### src/rtl/hazard_bypass_unit_if.sv
// Bypass interface between decode and the hazard/bypass unit.
// The master (decode/pipeline control) drives the ID-stage instruction
// fields and the hold/flush controls. The slave (hazard_bypass_unit)
// returns the stall request and the EXE operand forwarding selects.
interface hazard_bypass_unit_if #(
  parameter int REG_FILE_LEN = 32,
  parameter int CNT_W        = 32
);
  localparam int RW = $clog2(REG_FILE_LEN);

  logic             hold;
  logic             flush;
  logic             id_valid;
  logic [RW-1:0]    id_src_reg_1;
  logic [RW-1:0]    id_src_reg_2;
  logic             id_uses_src2;
  logic [RW-1:0]    id_dst_reg;
  logic             id_reg_write_enable;
  logic             id_is_load;

  logic             stall;
  logic             dep_src1;
  logic             dep_src2;
  logic [1:0]       fwd_sel_1;
  logic [1:0]       fwd_sel_2;
  logic [CNT_W-1:0] stall_cycles;

  modport master (
    output hold, flush, id_valid, id_src_reg_1, id_src_reg_2, id_uses_src2,
           id_dst_reg, id_reg_write_enable, id_is_load,
    input  stall, dep_src1, dep_src2, fwd_sel_1, fwd_sel_2, stall_cycles
  );

  modport slave (
    input  hold, flush, id_valid, id_src_reg_1, id_src_reg_2, id_uses_src2,
           id_dst_reg, id_reg_write_enable, id_is_load,
    output stall, dep_src1, dep_src2, fwd_sel_1, fwd_sel_2, stall_cycles
  );
endinterface

### src/rtl/hazard_bypass_unit.sv
// Hazard detection and operand bypass control for a 5-stage
// IF/ID/EXE/MEM/WB pipeline.
//
// Two tracking slots mirror the writers currently in EXE (ex_s) and
// MEM (mem_s). The ID instruction's sources are compared against them:
// a hit in ex_s means the producer will be in MEM when the consumer is in
// EXE (select 1), a hit in mem_s means it will be in WB (select 2).
// A load in ex_s cannot forward from MEM, so its consumer stalls one
// cycle and picks the data up from WB instead.
//
// slot    | meaning
// ex_s    | instruction entering MEM on the next edge (now in EXE)
// mem_s   | instruction entering WB on the next edge (now in MEM)
module hazard_bypass_unit #(
  parameter int REG_FILE_LEN = 32,
  parameter int CNT_W        = 32
) (
  input  logic                clk,
  input  logic                rst,
  hazard_bypass_unit_if.slave bus
);
  localparam int RW = $clog2(REG_FILE_LEN);

  typedef struct packed {
    logic          valid;
    logic [RW-1:0] dst;
    logic          we;
    logic          load;
  } slot_t;

  slot_t            ex_s;
  slot_t            mem_s;
  logic [1:0]       fwd_sel_1_q;
  logic [1:0]       fwd_sel_2_q;
  logic             dep_src1_q;
  logic             dep_src2_q;
  logic [CNT_W-1:0] stall_cnt_q;

  logic             ex_hit_1;
  logic             ex_hit_2;
  logic             mem_hit_1;
  logic             mem_hit_2;
  logic             stall_c;
  logic             advance;
  logic [1:0]       sel_1_nxt;
  logic [1:0]       sel_2_nxt;

  // x0 is hardwired to zero, so a write to it never creates a dependency.
  function automatic logic slot_writes(input slot_t s, input logic [RW-1:0] r);
    return s.valid && s.we && (s.dst == r) && (r != '0);
  endfunction

  // Dependency compare, load-use stall and forwarding-source selection.
  always_comb begin
    ex_hit_1  = slot_writes(ex_s, bus.id_src_reg_1);
    ex_hit_2  = slot_writes(ex_s, bus.id_src_reg_2);
    mem_hit_1 = slot_writes(mem_s, bus.id_src_reg_1);
    mem_hit_2 = slot_writes(mem_s, bus.id_src_reg_2);

    // Flush wins over stall: the ID instruction is being discarded anyway.
    stall_c = bus.id_valid && !bus.flush && ex_s.load &&
              (ex_hit_1 || (bus.id_uses_src2 && ex_hit_2));
    advance = bus.id_valid && !stall_c && !bus.flush;

    // Youngest writer (ex_s) takes priority over the older one (mem_s).
    sel_1_nxt = ex_hit_1 ? 2'd1 : (mem_hit_1 ? 2'd2 : 2'd0);
    if (!bus.id_uses_src2) begin
      sel_2_nxt = 2'd0;
    end else begin
      sel_2_nxt = ex_hit_2 ? 2'd1 : (mem_hit_2 ? 2'd2 : 2'd0);
    end
  end

  // Pipeline tracking slots, registered EXE selects and stall counter.
  always_ff @(posedge clk or posedge rst) begin
    if (rst) begin
      ex_s        <= '0;
      mem_s       <= '0;
      fwd_sel_1_q <= 2'd0;
      fwd_sel_2_q <= 2'd0;
      dep_src1_q  <= 1'b0;
      dep_src2_q  <= 1'b0;
      stall_cnt_q <= '0;
    end else if (!bus.hold) begin
      mem_s <= ex_s;
      if (advance) begin
        ex_s        <= '{valid: 1'b1, dst: bus.id_dst_reg,
                         we: bus.id_reg_write_enable, load: bus.id_is_load};
        fwd_sel_1_q <= sel_1_nxt;
        fwd_sel_2_q <= sel_2_nxt;
        dep_src1_q  <= (sel_1_nxt != 2'd0);
        dep_src2_q  <= (sel_2_nxt != 2'd0);
      end else begin
        ex_s        <= '0;
        fwd_sel_1_q <= 2'd0;
        fwd_sel_2_q <= 2'd0;
        dep_src1_q  <= 1'b0;
        dep_src2_q  <= 1'b0;
      end
      if (stall_c && (stall_cnt_q != '1)) begin
        stall_cnt_q <= stall_cnt_q + CNT_W'(1);
      end
    end
  end

  assign bus.stall        = stall_c;
  assign bus.dep_src1     = dep_src1_q;
  assign bus.dep_src2     = dep_src2_q;
  assign bus.fwd_sel_1    = fwd_sel_1_q;
  assign bus.fwd_sel_2    = fwd_sel_2_q;
  assign bus.stall_cycles = stall_cnt_q;
endmodule

### src/flat_wrapper.sv
// flat-port wrapper written by rule: the top's interface ports become plain ports
module hazard_bypass_unit_flat 
#(
  parameter int REG_FILE_LEN = 32,
  parameter int CNT_W        = 32
)
  (clk, rst, bus_hold, bus_flush, bus_id_valid, bus_id_src_reg_1, bus_id_src_reg_2, bus_id_uses_src2, bus_id_dst_reg, bus_id_reg_write_enable, bus_id_is_load, bus_stall, bus_dep_src1, bus_dep_src2, bus_fwd_sel_1, bus_fwd_sel_2, bus_stall_cycles);
  hazard_bypass_unit_if #(.REG_FILE_LEN(REG_FILE_LEN), .CNT_W(CNT_W)) bus_i ();
  input  logic clk;
  input  logic rst;
  input wire logic [$bits(bus_i.hold)-1:0] bus_hold;
  input wire logic [$bits(bus_i.flush)-1:0] bus_flush;
  input wire logic [$bits(bus_i.id_valid)-1:0] bus_id_valid;
  input wire logic [$bits(bus_i.id_src_reg_1)-1:0] bus_id_src_reg_1;
  input wire logic [$bits(bus_i.id_src_reg_2)-1:0] bus_id_src_reg_2;
  input wire logic [$bits(bus_i.id_uses_src2)-1:0] bus_id_uses_src2;
  input wire logic [$bits(bus_i.id_dst_reg)-1:0] bus_id_dst_reg;
  input wire logic [$bits(bus_i.id_reg_write_enable)-1:0] bus_id_reg_write_enable;
  input wire logic [$bits(bus_i.id_is_load)-1:0] bus_id_is_load;
  output wire logic [$bits(bus_i.stall)-1:0] bus_stall;
  output wire logic [$bits(bus_i.dep_src1)-1:0] bus_dep_src1;
  output wire logic [$bits(bus_i.dep_src2)-1:0] bus_dep_src2;
  output wire logic [$bits(bus_i.fwd_sel_1)-1:0] bus_fwd_sel_1;
  output wire logic [$bits(bus_i.fwd_sel_2)-1:0] bus_fwd_sel_2;
  output wire logic [$bits(bus_i.stall_cycles)-1:0] bus_stall_cycles;
  assign bus_i.hold = bus_hold;
  assign bus_i.flush = bus_flush;
  assign bus_i.id_valid = bus_id_valid;
  assign bus_i.id_src_reg_1 = bus_id_src_reg_1;
  assign bus_i.id_src_reg_2 = bus_id_src_reg_2;
  assign bus_i.id_uses_src2 = bus_id_uses_src2;
  assign bus_i.id_dst_reg = bus_id_dst_reg;
  assign bus_i.id_reg_write_enable = bus_id_reg_write_enable;
  assign bus_i.id_is_load = bus_id_is_load;
  assign bus_stall = bus_i.stall;
  assign bus_dep_src1 = bus_i.dep_src1;
  assign bus_dep_src2 = bus_i.dep_src2;
  assign bus_fwd_sel_1 = bus_i.fwd_sel_1;
  assign bus_fwd_sel_2 = bus_i.fwd_sel_2;
  assign bus_stall_cycles = bus_i.stall_cycles;
  hazard_bypass_unit #(.REG_FILE_LEN(REG_FILE_LEN), .CNT_W(CNT_W)) u_core (.clk(clk), .rst(rst), .bus(bus_i));
endmodule
### config.mk
export PLATFORM = sky130hd
export DESIGN_NAME = hazard_bypass_unit_flat
export DESIGN_NICKNAME = d
export VERILOG_FILES = /design/src/rtl/hazard_bypass_unit_if.sv /design/src/rtl/hazard_bypass_unit.sv /design/src/flat_wrapper.sv
export SDC_FILE = /design/constraint.sdc
export NUM_CORES = 1
export LEC_CHECK = 0
export CAP_MARGIN = 20
export CELL_PAD_IN_SITES_DETAIL_PLACEMENT = 1
export CELL_PAD_IN_SITES_GLOBAL_PLACEMENT = 2
export CORE_AREA = 2 2 100 102
export CTS_CLUSTER_SIZE = 25
export DETAILED_ROUTE_END_ITERATION = 8
export DIE_AREA = 0 0 102 104
export MAX_ROUTING_LAYER = met4
export PLACE_DENSITY = 0.83
export SLEW_MARGIN = 5
export SYNTH_ARGS = -nofsm -noshare
export SYNTH_HDL_FRONTEND = slang
export SYNTH_SLANG_ARGS = --single-unit
### constraint.sdc
create_clock -name clk -period 2.3 [get_ports clk]
set_input_delay 0.345 -clock clk [delete_from_list [all_inputs] [get_ports clk]]
set_output_delay 0.345 -clock clk [all_outputs]
set_load 0.005 [all_outputs]
# Word-level counts from Yosys, hierarchy flattened
# Cells that the tools add are included.
# word_totals
elab_cells	54
in_bits	23
ff_bits	53
# op_classes
bitwise_logic	1
n_eq_ne	5
addsub	1
n_reduce_logical	25
mux	10
# ops
op	count
32-bit by 1-bit adder with 32-bit output, second input constant	1
32-bit inequality test, second input constant	1
5-bit equality test	4
1-bit logical AND	17
2-bit 2-to-1 mux	7
5-bit nonzero test	2
8-bit 2-to-1 mux	1
2-bit nonzero test	2
1-bit logical NOT	2
1-bit 2-to-1 mux	2
2-bit AND reduction	1
1-bit logical OR	1
1-bit NOT	1

# Longest topological paths before layout
# depth
depth_word	10
ltp_mapped	7

# Worst setup path after synthesis
# OpenSTA, ideal clock, no wires.
# synth_path
kind	reg2reg
startpoint	register u_core.stall_cnt_q[24], in the netlist u_core.bus.stall_cycles[24]
endpoint	register u_core.stall_cnt_q[1], in the netlist u_core.bus.stall_cycles[1]
stages_incl_launch_ff	7
required_ps	2173
arrival_time_ps	2146
slack_ps	26
setup_time_ps	127
path_cell_list	dfrtp_1 > nand4_2 > or4_1 > or4_1 > o2111ai_2 > buf_6 > mux2_1
# synth_via
elab_chain_cells	3
# synth_rtl
item	line	rtl
start: declaration	hazard_bypass_unit.sv:37	logic [CNT_W-1:0] stall_cnt_q;
start signal: assignment	hazard_bypass_unit.sv:101	stall_cnt_q <= stall_cnt_q + CNT_W'(1);
32-bit inequality test	hazard_bypass_unit.sv:100	if (stall_c && (stall_cnt_q != '1)) begin
1-bit logical AND	hazard_bypass_unit.sv:100	
2-bit AND reduction (no line)	--	
# Every way passes these cells.
# A chain may end at the register's enable or synchronous reset.

# Worst setup path in the final report
# layout_path
startpoint	register u_core.ex_s[4] in the netlist's numbering
endpoint	output port bus_stall
# layout_via
elab_chain_cells	6
word_cells_on_any_way	9
cone_classes	2 x eq/ne; 7 x reduce/logical
# layout_rtl
item	line	rtl
start: declaration	hazard_bypass_unit.sv:31	slot_t ex_s;
start signal: assignment	hazard_bypass_unit.sv:87	ex_s <= '{valid: 1'b1, dst: bus.id_dst_reg,
5-bit equality test	hazard_bypass_unit.sv:50	return s.valid && s.we && (s.dst == r) && (r != '0);
1-bit logical AND (2 in series)	hazard_bypass_unit.sv:50	
1-bit logical AND	hazard_bypass_unit.sv:62	(ex_hit_1 || (bus.id_uses_src2 && ex_hit_2));
1-bit logical OR (*)	hazard_bypass_unit.sv:62	
1-bit logical AND (*)	hazard_bypass_unit.sv:61	stall_c = bus.id_valid && !bus.flush && ex_s.load &&
end: declaration	flat_wrapper.sv:20	output wire logic [$bits(bus_i.stall)-1:0] bus_stall;
# Every way passes the cells marked *; elsewhere a longest branch is shown, timed or not.

==> results.json <==
{
  "dpl.cell_count": 483,
  "cp-startpoint": "u_core.ex_s[4]",
  "max_stage_delay_ns": 0.44,
  "clk_latency_ns": 0.30,
  "yosys.area.top_type_share_pct": 50.7,
  "grt_pass1_vias": 2505,
  "async_reset_ff_share_pct": 100,
  "grt_pass1_wl_um": 12500,
  "synth_seq_area_share_pct": 50.7,
  "period_share_pct": 104,
  "clk_pin_slew_ns": 0.10,
  "netlist_area_mm2": 0.00262,
  "detail_route.wl_per_cell_um": 15.6,
  "drt_pass1_iterations": 4,
  "vdd.ir_drop.worst_mv": 0.239,
  "rows": 36,
  "fin_tns_setup_ns": -0.213,
  "grtUsageTotal_pct": 15.2,
  "die_w_um": 102,
  "reg2reg_slack_ns": -0.03,
  "cts-buffers-inserted": 5,
  "outcome": "finished, violations left",
  "drc": 0,
  "cts.path.max_buffers": 2,
  "clock_sinks": 53,
  "hp-class": "input pin to async pin",
  "drt_iter0_markers": 36,
  "n_antenna_cell": 0,
  "power_density_mw_per_mm2": 409,
  "synth_seq_cells": 53,
  "route.vias.total": 2313,
  "drive_above_1_share_pct": 30.5,
  "syn_nets": 263,
  "antenna_found_initial": 0,
  "tightest_slew_ns": 0.592,
  "hold_viol_final": 0,
  "critPathLaunchType": "flop",
  "worstSetupPathDepth": 7,
  "synth_top_area_cell": "dfrtp_1",
  "synth_edf_count": 0,
  "p_leak_uw": 0.00189,
  "syn_to_final_growth_pct": 58.0,
  "r2r_cells": 9,
  "initial_core_util_pct": 27.4,
  "path_buf_inv": 2,
  "dpl_worst_slack_ns": -0.522,
  "criticalPathCategory": "flop to primary output",
  "timing.rr.start": "u_core.ex_s[4]",
  "relSlewSlack_pct": 60.5,
  "postLayoutSetupSlackWorst_ns": -0.0911,
  "path_delay_family": "simple AND/OR/NAND/NOR gates",
  "syn-mean-instance-area_um2": 10.9,
  "cp_cell_sequence": "buf_6 -> xnor2_2 -> o211ai_1 -> nor4_2 -> o21ai_1 -> nor2_1 -> buf_2",
  "synthTopCellsByCount": "dfrtp_1 (53), xor2_1 (28), xnor2_1 (23)",
  "worst_path_max_delay_cell": "dfrtp_2",
  "reg2reg_to": "u_core.bus.stall_cycles[21]",
  "cp.arrival_ns": 2.05,
  "violations": "negative setup slack",
  "syn_inst": 239,
  "cp-endpoint": "bus_stall",
  "fmax_ghz": 0.418,
  "io_buffers": 61,
  "max_cap_violations": 0,
  "worstPathRequired_ns": 1.96,
  "ys_types": 34,
  "slew_violations": 0,
  "cts_tree": "built",
  "post_drt_via_cell_ratio": 4.59,
  "die_h_um": 104,
  "fin_worst_skew_ns": 0.00827,
  "dieArea_mm2": 0.0106,
  "ant_nets": 0,
  "finalCriticalPeriod_ns": 2.39,
  "rsz0062_at_grt": "yes",
  "ys.flop_type": "dfrtp_1",
  "hold_slack_ns": 0.420,
  "fin_cells": 504,
  "cts_root_buf": "clkbuf_8",
  "pin_count": 62,
  "grt_max_degree": 29,
  "cp-end-kind": "primary output",
  "yosys_warnings": 0,
  "gp_congestion": 0.826,
  "overflow": 0,
  "routed_wirelength_um": 7870,
  "place_hpwl_um": 5580,
  "finalNetCount": 394,
  "cp_max_fo": 3,
  "finalSetupViolCount": 5,
  "htreeDepth": 2,
  "post-synth-top-count-cell": "dfrtp_1",
  "core_mm2": 0.00955,
  "synth_area_leaders": "dfrtp_1 (51%), xor2_1 (9.4%), xnor2_1 (7.7%)"
}
==> through the flow <==
| stage | total power (µW) | instance area, µm² | utilization [%] |
|---|---|---|---|
| detailed placement | 1160 | 3780 | 39.6 |
| global route | 1760 | 4130 | 43.3 |
| floorplan | 1070 | 2620 | - |
| global placement | 1160 | 3780 | 39.6 |
| CTS | 1690 | 3960 | 41.4 |
| finish | 1690 | 4130 | 43.3 |
==> logic make-up after synthesis <==
family | synth area share (%)
AOI/OAI and AO/OA | 6.41
xor gates and xnor gates | 17.1
adders and majority gates | 0.478
buffers and inverters | 2.20
DFF | 50.7
muxes | 3.45
and+or+nand+nor | 19.7
==> worst min path at each step <==
stage                                  from                 endpoint  slack [ns]
floorplan               u_core.bus.dep_src1      u_core.bus.dep_src1        0.47
global placement    u_core.bus.fwd_sel_1[0]  u_core.bus.fwd_sel_1[0]        0.46
detailed placement  u_core.bus.fwd_sel_1[0]  u_core.bus.fwd_sel_1[0]        0.47
CTS                                     rst           u_core.ex_s[3]        0.44
global route                            rst           u_core.ex_s[3]        0.48
finish                                  rst           u_core.ex_s[3]        0.42
==> power breakdown <==
part           internal, µW  switching [µW]  leakage [µW]  total [µW]
Sequential              949            22.7      0.000715         972
Combinational           112            91.9       0.00113         204
Clock                   212             301     0.0000450         513
Total                  1270             416       0.00189        1690
==> sequential cells by signal (all words and copies together), names as in the netlist <==
signal,cells
u_core.ex_s,8
u_core.bus.dep_src2,1
u_core.bus.fwd_sel_2,2
u_core.bus.dep_src1,1
u_core.bus.stall_cycles,32
u_core.bus.fwd_sel_1,2
u_core.mem_s,7
==> cell usage in the layout, fill, tap and decap left out, types with 4 or more instances in the layout <==
cell and count:
a22o_1 10, buf_4 60, buf_6 6, clkbuf_8 5
clkdlybuf4s50_1 51, dfrtp_1 52, dlygate4sd2_1 9, inv_1 5
mux2_2 7, nand2_1 17, nand3_1 9, nand4_1 11
nor2_1 17, nor3_1 9, nor3_2 6, nor4_2 4
xnor2_1 20, xor2_1 28
==> per-layer routing <==
| metal | share of wire, % | global-route usage [%] |
|---|---|---|
| met5 | 0 | - |
| met2 | 49 | 24.1 |
| met1 | 46 | 20.6 |
| met4 | 1.3 | 3.52 |
| met3 | 2.8 | 2.15 |
==> worst register-to-register path, cell delays in order (launching register included) <==
cell and delay [ns]:
dfrtp_2 0.44, buf_6 0.13, xnor2_2 0.13, o211ai_1 0.16
nor4_2 0.41, buf_4 0.21, o2111ai_4 0.17, buf_8 0.19
nor4b_4 0.26, xor2_1 0.16
==> what timing repair did <==
item                                   CTS  global route
endpoints found under the hold margin    0             0
hold buffers                             0             0
buffers inserted                        12             6
pin swaps                               11            17
resized for setup                       19            31
setup endpoints to repair               24            38
==> cell type report <==
cell class | instances | area [µm²]
clock buffers | 6 | 72.6
fillers | 1105 | 5420
flip-flops and latches | 53 | 1330
multi-input cells | 175 | 1390
repair buffers | 129 | 1150
well taps | 133 | 166
inverters | 6 | 22.5
clock inverters | 2 | 10.0
No activity file was read; power rests on OpenSTA's default activity.
